--- src/rtl/regbank_wr_arbiter.sv ---
// rtl/regbank_wr_arbiter.sv - register bank write-port owner: reset sweep, A/B round-robin arbitration, link path
module regbank_wr_arbiter #(
    parameter int DATA_W   = 32,
    parameter int ADDR_W   = 5,
    parameter int NUM_REGS = 32,
    parameter int CNT_W    = 16
) (
    input  logic              clk,
    input  logic              start,
    input  logic              a_req,
    input  logic [ADDR_W-1:0] a_addr,
    input  logic [DATA_W-1:0] a_data,
    output logic              a_gnt,
    input  logic              b_req,
    input  logic [ADDR_W-1:0] b_addr,
    input  logic [DATA_W-1:0] b_data,
    output logic              b_gnt,
    input  logic              ra_req,
    input  logic [DATA_W-1:0] ra_data,
    output logic              we,
    output logic [ADDR_W-1:0] wr,
    output logic [DATA_W-1:0] data,
    output logic              ra_we,
    output logic [DATA_W-1:0] pc_4,
    output logic              init_done,
    output logic [CNT_W-1:0]  stall_cnt
);

    typedef enum logic {S_INIT, S_RUN} state_t;

    localparam logic [ADDR_W-1:0] LAST_IDX = ADDR_W'(NUM_REGS - 1);
    localparam logic [ADDR_W-1:0] LINK_IDX = ADDR_W'(31);

    state_t             state_q, state_d;
    logic [ADDR_W-1:0]  cnt_q, cnt_d;
    logic               ptr_q, ptr_d;       // 0 = A has priority, 1 = B
    logic               we_q, we_d;
    logic [ADDR_W-1:0]  wr_q, wr_d;
    logic [DATA_W-1:0]  data_q, data_d;
    logic               a_gnt_q, a_gnt_d;
    logic               b_gnt_q, b_gnt_d;
    logic               ra_we_q, ra_we_d;
    logic [DATA_W-1:0]  pc_4_q, pc_4_d;
    logic               init_done_q, init_done_d;
    logic [CNT_W-1:0]   stall_q, stall_d;

    // A requester whose grant is showing this cycle has already been served,
    // so it is not a candidate; a candidate aiming at r31 is held off while
    // the link path writes r31.
    logic a_cand, b_cand, a_elig, b_elig, a_win, b_win;
    assign a_cand = a_req && !a_gnt_q;
    assign b_cand = b_req && !b_gnt_q;
    assign a_elig = a_cand && !(ra_req && (a_addr == LINK_IDX));
    assign b_elig = b_cand && !(ra_req && (b_addr == LINK_IDX));
    assign a_win  = a_elig && (!b_elig || !ptr_q);
    assign b_win  = b_elig && !a_win;

    // Next-state: clear sweep in INIT, then registered arbitration in RUN
    always_comb begin
        state_d     = state_q;
        cnt_d       = cnt_q;
        ptr_d       = ptr_q;
        we_d        = 1'b0;
        wr_d        = '0;
        data_d      = '0;
        a_gnt_d     = 1'b0;
        b_gnt_d     = 1'b0;
        ra_we_d     = 1'b0;
        pc_4_d      = '0;
        init_done_d = init_done_q;
        stall_d     = stall_q;
        case (state_q)
            S_INIT: begin
                we_d  = 1'b1;
                wr_d  = cnt_q;
                cnt_d = cnt_q + 1'b1;
                if (cnt_q == LAST_IDX) begin
                    state_d     = S_RUN;
                    init_done_d = 1'b1;
                end
            end
            default: begin
                ra_we_d = ra_req;
                pc_4_d  = ra_req ? ra_data : '0;
                if (a_win) begin
                    we_d    = 1'b1;
                    wr_d    = a_addr;
                    data_d  = a_data;
                    a_gnt_d = 1'b1;
                    ptr_d   = 1'b1;
                end else if (b_win) begin
                    we_d    = 1'b1;
                    wr_d    = b_addr;
                    data_d  = b_data;
                    b_gnt_d = 1'b1;
                    ptr_d   = 1'b0;
                end
                if (((a_cand && !a_win) || (b_cand && !b_win)) && (stall_q != {CNT_W{1'b1}}))
                    stall_d = stall_q + 1'b1;
            end
        endcase
    end

    // State and registered bank-side outputs; start low aborts everything
    always_ff @(posedge clk or negedge start) begin
        if (!start) begin
            state_q     <= S_INIT;
            cnt_q       <= '0;
            ptr_q       <= 1'b0;
            we_q        <= 1'b0;
            wr_q        <= '0;
            data_q      <= '0;
            a_gnt_q     <= 1'b0;
            b_gnt_q     <= 1'b0;
            ra_we_q     <= 1'b0;
            pc_4_q      <= '0;
            init_done_q <= 1'b0;
            stall_q     <= '0;
        end else begin
            state_q     <= state_d;
            cnt_q       <= cnt_d;
            ptr_q       <= ptr_d;
            we_q        <= we_d;
            wr_q        <= wr_d;
            data_q      <= data_d;
            a_gnt_q     <= a_gnt_d;
            b_gnt_q     <= b_gnt_d;
            ra_we_q     <= ra_we_d;
            pc_4_q      <= pc_4_d;
            init_done_q <= init_done_d;
            stall_q     <= stall_d;
        end
    end

    assign a_gnt     = a_gnt_q;
    assign b_gnt     = b_gnt_q;
    assign we        = we_q;
    assign wr        = wr_q;
    assign data      = data_q;
    assign ra_we     = ra_we_q;
    assign pc_4      = pc_4_q;
    assign init_done = init_done_q;
    assign stall_cnt = stall_q;

endmodule
--- config.mk ---
export PLATFORM = sky130hd
export DESIGN_NAME = regbank_wr_arbiter
export DESIGN_NICKNAME = d
export VERILOG_FILES = /design/src/rtl/regbank_wr_arbiter.sv
export SDC_FILE = /design/constraint.sdc
export NUM_CORES = 1
export LEC_CHECK = 0
export BUFFER_PORTS_ARGS = -buffer_cell sky130_fd_sc_hd__clkbuf_2
export CAP_MARGIN = 20
export CORE_ASPECT_RATIO = 0.5
export CORE_MARGIN = 5
export CORE_UTILIZATION = 44
export CTS_CLUSTER_DIAMETER = 200
export DETAILED_ROUTE_END_ITERATION = 16
export PLACE_DENSITY_LB_ADDON = 0.08
export SLEW_MARGIN = 20
export SYNTH_ARGS = -nofsm -noshare
export SYNTH_HDL_FRONTEND = slang
export SYNTH_SLANG_ARGS = --single-unit
--- constraint.sdc ---
create_clock -name clk -period 2 [get_ports clk]
set_input_delay 0.2 -clock clk [delete_from_list [all_inputs] [get_ports clk]]
set_output_delay 0.2 -clock clk [all_outputs]
set_load 0.02 [all_outputs]
[After elaboration in Yosys (flattened, before gate mapping)]
Cells that the tools add are included.
Storage, ports and cells
  register bits after elaboration: 97
  bits in latches: 0
  memory bits (writable): 0
  memory bits (read-only): 0
  input port bits: 111
  output and inout bits: 90
  word-level logic and storage cells: 64
  memories: 0
Cells by class
  add/sub/neg operators: 2
  multiply operators: 0
  divide/modulo/power cells: 0
  magnitude comparators: 0
  equality and inequality tests: 4
  shifts and indexed selects: 0
  muxes and demuxes: 20
  bitwise gates (word level): 1
  reductions and logical operators: 25
Operator list (count)
  two-way mux 32 bit: 5
  adder 16 x 1 -> 16 bit (second input constant): 1
  != test 16 bit (second input constant): 1
  equality test 5 bit (second input constant): 3
  two-way mux 5 bit: 3
  two-way mux 1 bit: 12
  logical AND 1 bit: 11
  zero test 1 bit: 8
  AND reduction 2 bit: 3
  adder 5 x 1 -> 5 bit (second input constant): 1
  logical OR 1 bit: 2
  nonzero test 2 bit: 1
  inverter 1 bit: 1

[Logic depth before layout (Yosys ltp)]
Gate-level depths: netlist (run 1).
  depth in word-level cells: 14
  mapped depth: 6
  depth with buffers taken out: 5

[Least setup slack after synthesis (run 1)]
OpenSTA, ideal clock, no wires.
  kind: flip-flop to flip-flop
  start point: register a_gnt_q, in the netlist a_gnt
  end point: register stall_q[1], in the netlist stall_cnt[1]
  library setup time: 0.128 ns
  arrival time: 1.649 ns
  data required time: 1.872 ns
  setup slack: 0.224 ns
  cell stages (with the launch flop): 6
  path buffers: 0
  clock period less this slack: 1.776 ns
  path through: dfrtp_1 > nand2b_1 > o31a_1 > a21oi_2 > and3_1 > mux2_1
Between the ends
  longest elaborated chain between the ends: 11
  elaborated cells between the ends (all ways): 12
  classes of those cells: 12 x reduce/logical
RTL lines
  start: declaration: line 40  | logic a_gnt_q, a_gnt_d;
  start signal: assignment: line 126  | a_gnt_q <= a_gnt_d;
  zero test 1 bit (*): line 51  | assign a_cand = a_req && !a_gnt_q;
  logical AND 1 bit (*): line 51
  logical AND 1 bit: line 53  | assign a_elig = a_cand && !(ra_req && (a_addr == LINK_IDX));
  logical AND 1 bit: line 55  | assign a_win = a_elig && (!b_elig || !ptr_q);
  zero test 1 bit: line 56, 98
  logical AND 1 bit: line 56  | assign b_win = b_elig && !a_win;
  zero test 1 bit: line 98  | if (((a_cand && !a_win) || (b_cand && !b_win)) && (stall_q != {CNT_W{1'b1}}))
  logical AND 1 bit: line 98
  logical OR 1 bit (*): line 98
  logical AND 1 bit (*): line 98
  AND reduction 2 bit (no line) (*)
  end signal: assignment: line 131  | stall_q <= stall_d;
  end: declaration: line 45  | logic [CNT_W-1:0] stall_q, stall_d;
Mark *: on every way between the ends. The rest lies on a longest branch, timed or not.
A chain may end at the register's enable or synchronous reset.

[Final worst setup path (run 1)]
  start point: register b_gnt_q, in the netlist b_gnt
  end point: register data_q[26], in the netlist data[26]
Between the ends
  longest elaborated chain between the ends: 11
RTL lines
  start: declaration: line 41  | logic b_gnt_q, b_gnt_d;
  start signal: assignment: line 127  | b_gnt_q <= b_gnt_d;
  zero test 1 bit (*): line 52  | assign b_cand = b_req && !b_gnt_q;
  logical AND 1 bit (*): line 52
  logical AND 1 bit (*): line 54  | assign b_elig = b_cand && !(ra_req && (b_addr == LINK_IDX));
  zero test 1 bit: line 55
  logical OR 1 bit: line 55
  logical AND 1 bit: line 55
  zero test 1 bit: line 56
  logical AND 1 bit: line 56
  two-way mux 32 bit: line 91  | end else if (b_win) begin
  two-way mux 32 bit (*): line 85  | if (a_win) begin
  two-way mux 32 bit (*): line 72  | case (state_q)
  named net data_d[26]: line 39  | logic [DATA_W-1:0] data_q, data_d;
  end signal: assignment: line 125  | data_q <= data_d;
  end: declaration: line 39
Mark *: on every way through the listed nets, which the timed path passes. The rest lies on a longest branch.

==> impl_metrics.yaml, run 1 <==
routing:
  drc: 0
  wl_per_cell_um: 15.6
  wl_mm: 9.31
  firstDrtPassIters: 4
  avgViaCountPerCell: 4.91
  num_vias: 2926
  initialDrtViolationCount: 106
  ant_nets: 0
sta:
  post-route-min-period_ps: 1760
  max_freq_mhz: 569
  fin_crit_sh_pct: 87.9
  maxSlewHeadroom_pct: 71.0
  final_hold_viol_count: 0
  whs_ps: 81.1
  tns_ps: 0
  setup_viol: 0
  skew_ps: 9.98
  worst_slew_pin_slew_ps: 435
  rsz0062_at_grt: "false"
  drv_slew: 0
die:
  initial_core_util_pct: 45.4
  coreArea_um2: 8060
  ios: 201
  num_rows: 23
  die_area_um2: 10300
  die_width_um: 139
  die_y_um: 74.4
clocking:
  htree_levels: 3
  cts_buffers: 9
  cts_sinks: 97
  clkLatencyLatePin_ps: 330
  clockBufferDepth: 2
  cts_tree: "yes"
  post_cts_buffers: 0
  path_clk_slew_ps: 70
  cts_root_buf: "clkbuf_16"
  post_cts_resized: 0
  cts_hold_buffers: 1
synthesis:
  synth.cell_area_um2: 3650
  synth_cell_type_count: 35
  synth_area_per_cell_um2: 13.3
  ys_seq_area_share_pct: 66.4
  syn_inst: 274
  synth_edf_count: 0
  synth_ff_type: "dfrtp_1"
  synth_seq_cells: 97
  async_reset_ff_share_pct: 100
  yosys_warnings: 0
  synth_area_leaders: "dfrtp_1 66%, a22o_1 7.7%, and3_1 6.7%"
  synth_nets: 388
  synth_top_area_share_pct: 66.4
  synth_top_area_cell: "dfrtp_1"
power:
  p_clk_share_pct: 36.2
  peakVddDrop_mv: 0.499
  p_leak_nw: 2.84
  seqPwrFrac_pct: 45.0
  pwr-share-comb_pct: 18.7
  pwr_density_cell_nw_per_um2: 969
  p_sw_mw: 1.32
  swShare_pct: 26.6
  p_int_mw: 3.66
global_route:
  grt_pass1_vias: 3108
  grt_first_pass_wirelength_mm: 14.9
  antenna_found_initial: 0
  grt_use_total_pct: 18.2
  overflow: 0
  grt_max_degree: 48
place:
  post-dp-hpwl_mm: 7.24
  io_buffers: 200
  gp_congestion: 0.859
finish:
  drive_above_1_share_pct: 47.7
  diodes: 0
  fill_cells: 649
  nets: 593
  fin_util_pct: 63.8
  area_delta_synth_final_pct: 40.6
worst_hold_path:
  min_path_type: "primary input to flop"
  min-delay-start: "a_data[9]"
  hold_path_depth: 2
  holdPathEnd: "data[9]$_DFF_PN0_"
run_status:
  outcome: "finished, final reports clean"
worst_setup_path:
  r2r-start: "b_gnt$_DFF_PN0_"
  critical_path_class: "flop to flop"
  r2r_slack_ps: 240
  reg2regPathDepth: 5
  critical_path_required_ps: 2270
  path_max_fanout: 20
  r2r_end: "data[26]$_DFF_PN0_"
  arrival_ps: 2020
  start_kind: "flop"
  cp-end-kind: "flop"
  critPathLaunch: "b_gnt$_DFF_PN0_"
run:
  maxCapViolations: 0
==> synth_stat cells (all sizes together) (2+ instances only) <==
cell and instances:
a22o 32, a22oi 4, and3 39, and4 3, buf 10, clkbuf 8
dfrtp 97, ha 3, inv 5, mux2 4, nand2 6, nand2b 2
nand3 11, nand4 9, nor2 4, nor3 3, o21ai 4, xnor2 16
==> layout by cell type, fill, tap and decap left out, types with 2 or more instances in the layout <==
cell / instances
a22o_1: 32
a22oi_1: 4
and3_1: 39
and4_1: 3
buf_4: 11
bufinv_16: 2
clkbuf_1: 2
clkbuf_16: 9
clkbuf_2: 199
dfrtp_1: 97
ha_1: 3
inv_1: 5
mux2_2: 3
nand2_1: 6
nand2b_1: 2
nand3_1: 11
nand4_1: 9
nor2_1: 4
nor3_1: 3
o21ai_0: 4
xnor2_1: 16
==> state kept, by name (all words and copies together) (netlist names) <==
name,count
b_gnt,1
cnt_q,5
init_done,1
a_gnt,1
stall_cnt,16
ra_we,1
we,1
state_q,1
ptr_q,1
data,32
wr,5
pc_4,32
==> per-layer routing <==
layer | vias up | GRT usage (%) | part of all wire (%) | wire length (um)
li1 | 1401 | - | - | -
met1 | 1376 | 20.8 | 41 | 3820
met2 | 137 | 31.9 | 49 | 4550
met3 | 12 | 7.84 | 8.7 | 813
met4 | 0 | 5.53 | 1.3 | 123
met5 | - | 0 | 0 | 0
==> logic make-up (layout without fill, tap and decap cells) <==
| logic type | count (synthesis) | in the layout | share of synthesized area (%) |
|---|---|---|---|
| DFF | 97 | 97 | 66.4 |
| and+or+nand+nor | 82 | 82 | 13.2 |
| AOI/OAI and AO/OA | 48 | 48 | 11.0 |
| buffers and inverters | 23 | 233 | 3.08 |
| xor gates and xnor gates | 17 | 17 | 4.07 |
| muxes | 4 | 4 | 1.23 |
| adders and majority gates | 3 | 3 | 1.03 |
==> how the worst max path moves through the flow <==
| stage | endpoint | cells past startpoint |
|---|---|---|
| final | data[26]$_DFF_PN0_ | 5 |
| after global routing | data[26]$_DFF_PN0_ | 5 |
| after CTS | data[12]$_DFF_PN0_ | 5 |
| after detailed placement | data[26]$_DFF_PN0_ | 6 |
| after global placement | stall_cnt[1]$_DFFE_PN0P_ | 5 |
| after floorplan | stall_cnt[1]$_DFFE_PN0P_ | 5 |
==> through the flow <==
| step | power [mW] | worst slack [ps] | area (um2) | cells |
|---|---|---|---|---|
| after floorplan | 2.79 | 224 | 3650 | 274 |
| after global placement | 3.20 | 310 | 4810 | 579 |
| after detailed placement | 3.22 | 238 | 4810 | 579 |
| after CTS | 5.05 | 242 | 5140 | 596 |
| after global routing | 5.21 | 110 | 5140 | 596 |
| final | 4.98 | 243 | 5140 | 596 |
==> worst max-delay path, cell delays in order (launching register included) <==
cell and delay (ps):
dfrtp_1 370, nand2b_1 160, a31oi_1 350, o211a_1 360
buf_4 280, a22o_1 170
==> power groups by stage <==
stage	Sequential, mW	Clock (mW)	Combinational [mW]
5_1_grt	2.27	1.92	1.01
4_1_cts	2.25	1.86	0.948
3_5_place_dp	2.28	0	0.943
2_1_floorplan	2.51	0	0.282
3_3_place_gp	2.27	0	0.931
6_report	2.24	1.80	0.934
==> cell type report <==
cell class                      count  area, um2  share of cell area (%)
Clock inverter                      4       73.8                    1.44
Clock buffer                       12        246                    4.80
Timing Repair Buffer              212       1110                    21.6
Multi-Input combinational cell    154       1120                    21.8
Sequential cell                    97       2430                    47.2
Inverter                            5       18.8                   0.365
Tap cell                          112        140                    2.73
No activity file was read; power rests on OpenSTA's default activity.
==> run 2, diff against run 1 <==
--- a/config.mk
+++ b/config.mk
@@ -5,11 +5,12 @@
 export SDC_FILE = /design/constraint.sdc
 export NUM_CORES = 1
 export LEC_CHECK = 0
-export BUFFER_PORTS_ARGS = -buffer_cell sky130_fd_sc_hd__clkbuf_2
+export ABC_AREA = 1
+export BUFFER_PORTS_ARGS = -buffer_cell sky130_fd_sc_hd__buf_2
 export CAP_MARGIN = 20
 export CORE_ASPECT_RATIO = 0.5
 export CORE_MARGIN = 5
-export CORE_UTILIZATION = 44
+export CORE_UTILIZATION = 46
 export CTS_CLUSTER_DIAMETER = 200
 export DETAILED_ROUTE_END_ITERATION = 16
 export PLACE_DENSITY_LB_ADDON = 0.08
==> impl_metrics.yaml, run 2 <==
routing:
  drc: 0
  wl_per_cell_um: 14.3
  dr_wl_met3_um: 619
  wl_met2_mm: 5.44
  initialDrtViolationCount: 90
  num_vias: 3340
  wl_mm: 10.4
  top_layer: "met4"
  avgViaCountPerCell: 4.63
  drt-met1-wl_mm: 4.21
  firstDrtPassIters: 4
  ant_nets: 0
clocking:
  cts_sinks: 97
  path_clk_slew_ps: 70
  clkLatencyLatePin_ps: 340
  cts_root_buf: "clkbuf_16"
  clockBufferDepth: 2
  cts_tree: "yes"
  cts_buffers: 9
  post_cts_buffers: 0
  htree_levels: 3
die:
  num_rows: 24
  die_area_um2: 10700
  initial_core_util_pct: 46.4
  die_width_um: 142
  coreArea_um2: 8590
  ios: 201
  die_y_um: 75.8
sta:
  maxSlewHeadroom_pct: 74.0
  setup_viol: 0
  drv_slew: 0
  max_freq_mhz: 551
  post-route-min-period_ps: 1820
  worst_slack_ps: 185
  worst_slew_pin_slew_ps: 390
  final_hold_viol_count: 0
  tns_ps: 0
  fin_crit_sh_pct: 90.8
  skew_ps: 5.43
  rsz0062_at_grt: "false"
finish:
  nets: 714
  layout_common_cells: "199 x buf_2, 97 x dfrtp_1, 79 x nand2_1"
  final_common_cell: "buf_2"
  fin_util_pct: 63.4
  instances_no_fill: 722
  drive_above_1_share_pct: 38.7
  fill_cells: 769
  diodes: 0
  multi_input_area_um2: 1200
  area_delta_synth_final_pct: 36.4
  seqCellArea_um2: 2430
power:
  pwr-share-comb_pct: 21.5
  peakVddDrop_mv: 0.783
  swShare_pct: 30.0
  pwr_density_cell_nw_per_um2: 936
  p_leak_nw: 3.18
  seqPwrFrac_pct: 44.4
  p_int_mw: 3.56
  p_clk_share_pct: 34.1
  finalPower_mw: 5.10
  p_sw_mw: 1.53
worst_hold_path:
  min_path_type: "primary input to flop"
  hold_path_depth: 3
worst_setup_path:
  path_max_fanout: 16
  critical_path.max_stage_delay_ps: 420
  path_delay_family: "simple AND/OR/NAND/NOR gates"
  cpMaxStageDelayCell: "dfrtp_1"
  cp.depth: 7
  critical_path.cell_chain: "ha_1, nand3_2, nor3_4, nand4_4, buf_4, nand4_1, nand2_1"
  start_kind: "flop"
  critical_path_required_ps: 2230
  arrival_ps: 2050
  critical_path_class: "flop to flop"
  crit_buf_inv: 1
  reg2regPathDepth: 7
  cp-end-kind: "flop"
global_route:
  grt_first_pass_wirelength_mm: 16.0
  grt_use_total_pct: 19.3
  overflow: 0
  antenna_found_initial: 0
  grt_max_degree: 59
  grt_pass1_vias: 3244
synthesis:
  synth_seq_cells: 97
  synth_edf_count: 0
  synth_top_area_share_pct: 60.9
  syn_inst: 396
  ys_seq_area_share_pct: 60.9
  async_reset_ff_share_pct: 100
  synth_common_cells: "97 x dfrtp_1, 79 x nand2_1, 62 x inv_1"
  synth_cell_type_count: 29
  synth_top_area_cell: "dfrtp_1"
  synth_area_per_cell_um2: 10.1
  synth_area_leaders: "dfrtp_1 61%, nand2_1 7.4%, a22o_1 7.0%"
  synth_ff_type: "dfrtp_1"
  synth.cell_area_um2: 3990
  synth.most_common_cell: "dfrtp_1"
  synth_nets: 510
  yosys_warnings: 0
place:
  place_worst_setup_slack_ps: 196
  post-dp-hpwl_mm: 7.93
  gp_congestion: 0.824
  io_buffers: 200
  place_inst: 705
run_status:
  outcome: "finished, final reports clean"
run:
  maxCapViolations: 0
## run 2: cell count changes in the layout (fill, tap and decap cells not counted), sizes merged, moves of 9 or more
cell,delta
xnor2,-15
inv,+58
nand2,+74
and3,-39
nand3,+9
buf,+197
nand4,+11
clkbuf,-201
nor2,+44
## run 2: worst paths after layout
kind	startpoint	to	slack [ps]
min in group asynchronous	start	stall_cnt[6]$_DFFE_PN0P_	260
max	stall_cnt[0]$_DFFE_PN0P_	stall_cnt[12]$_DFFE_PN0P_	180
min reg2reg	init_done$_DFFE_PN0P_	init_done$_DFFE_PN0P_	450
max reg2reg	stall_cnt[0]$_DFFE_PN0P_	stall_cnt[12]$_DFFE_PN0P_	180
min	ra_data[31]	pc_4[31]$_DFF_PN0_	60
max in group asynchronous	start	data[19]$_DFF_PN0_	1150
## run 2: metal layers
layer | GRT usage (%) | vias to the layer above
met5 | 0 | -
met4 | 4.79 | 0
met3 | 6.02 | 7
met2 | 35.2 | 82
met1 | 23.0 | 1576
li1 | - | 1675
## run 2: final cells by class
cell class | count | area share (%)
clock inverters | 6 | 1.40
well taps | 117 | 2.69
repair buffers | 210 | 20.8
multi-input cells | 220 | 22.0
clock buffers | 10 | 4.21
inverters | 62 | 4.28
flip-flops and latches | 97 | 44.6
## run 2: stage by stage
| stage | instance area (um2) | hold WS [ps] |
|---|---|---|
| final | 5440 | 60.9 |
| after floorplan | 3990 | -95.6 |
| after global routing | 5440 | 44.7 |
| after detailed placement | 5130 | 82.8 |
| after global placement | 5130 | 80.5 |
| after CTS | 5440 | 47.2 |
## run 2: worst register-to-register path: cells and delay by family (launching register included)
kind                     cells  cell delay, ps
AND/OR/NAND/NOR              5             810
flip-flops                   1             420
buffers and inverters        1             270
adder cells (fa/ha/maj)      1             220
## run 2: logic make-up after synthesis
| kind of cell | after synthesis | synth area share (%) |
|---|---|---|
| adder cells (fa/ha/maj) | 3 | 0.941 |
| AND/OR/NAND/NOR | 173 | 19.5 |
| AO/OA/AOI/OAI | 38 | 8.22 |
| buffers and inverters | 79 | 9.16 |
| XOR/XNOR | 6 | 1.32 |
| flip-flops | 97 | 60.9 |
## run 2: timing repair
action,4_1_cts,5_1_grt
hold endpoints to repair,14,0
gates resized for setup,0,0
hold buffers,1,0
## run 2: power groups by stage
stage	Combinational [mW]	Sequential [mW]	Clock [mW]
after floorplan	0.394	2.55	0
after global placement	1.10	2.29	0
after detailed placement	1.11	2.30	0
after CTS	1.12	2.26	1.79
after global routing	1.19	2.29	1.89
final	1.10	2.26	1.74
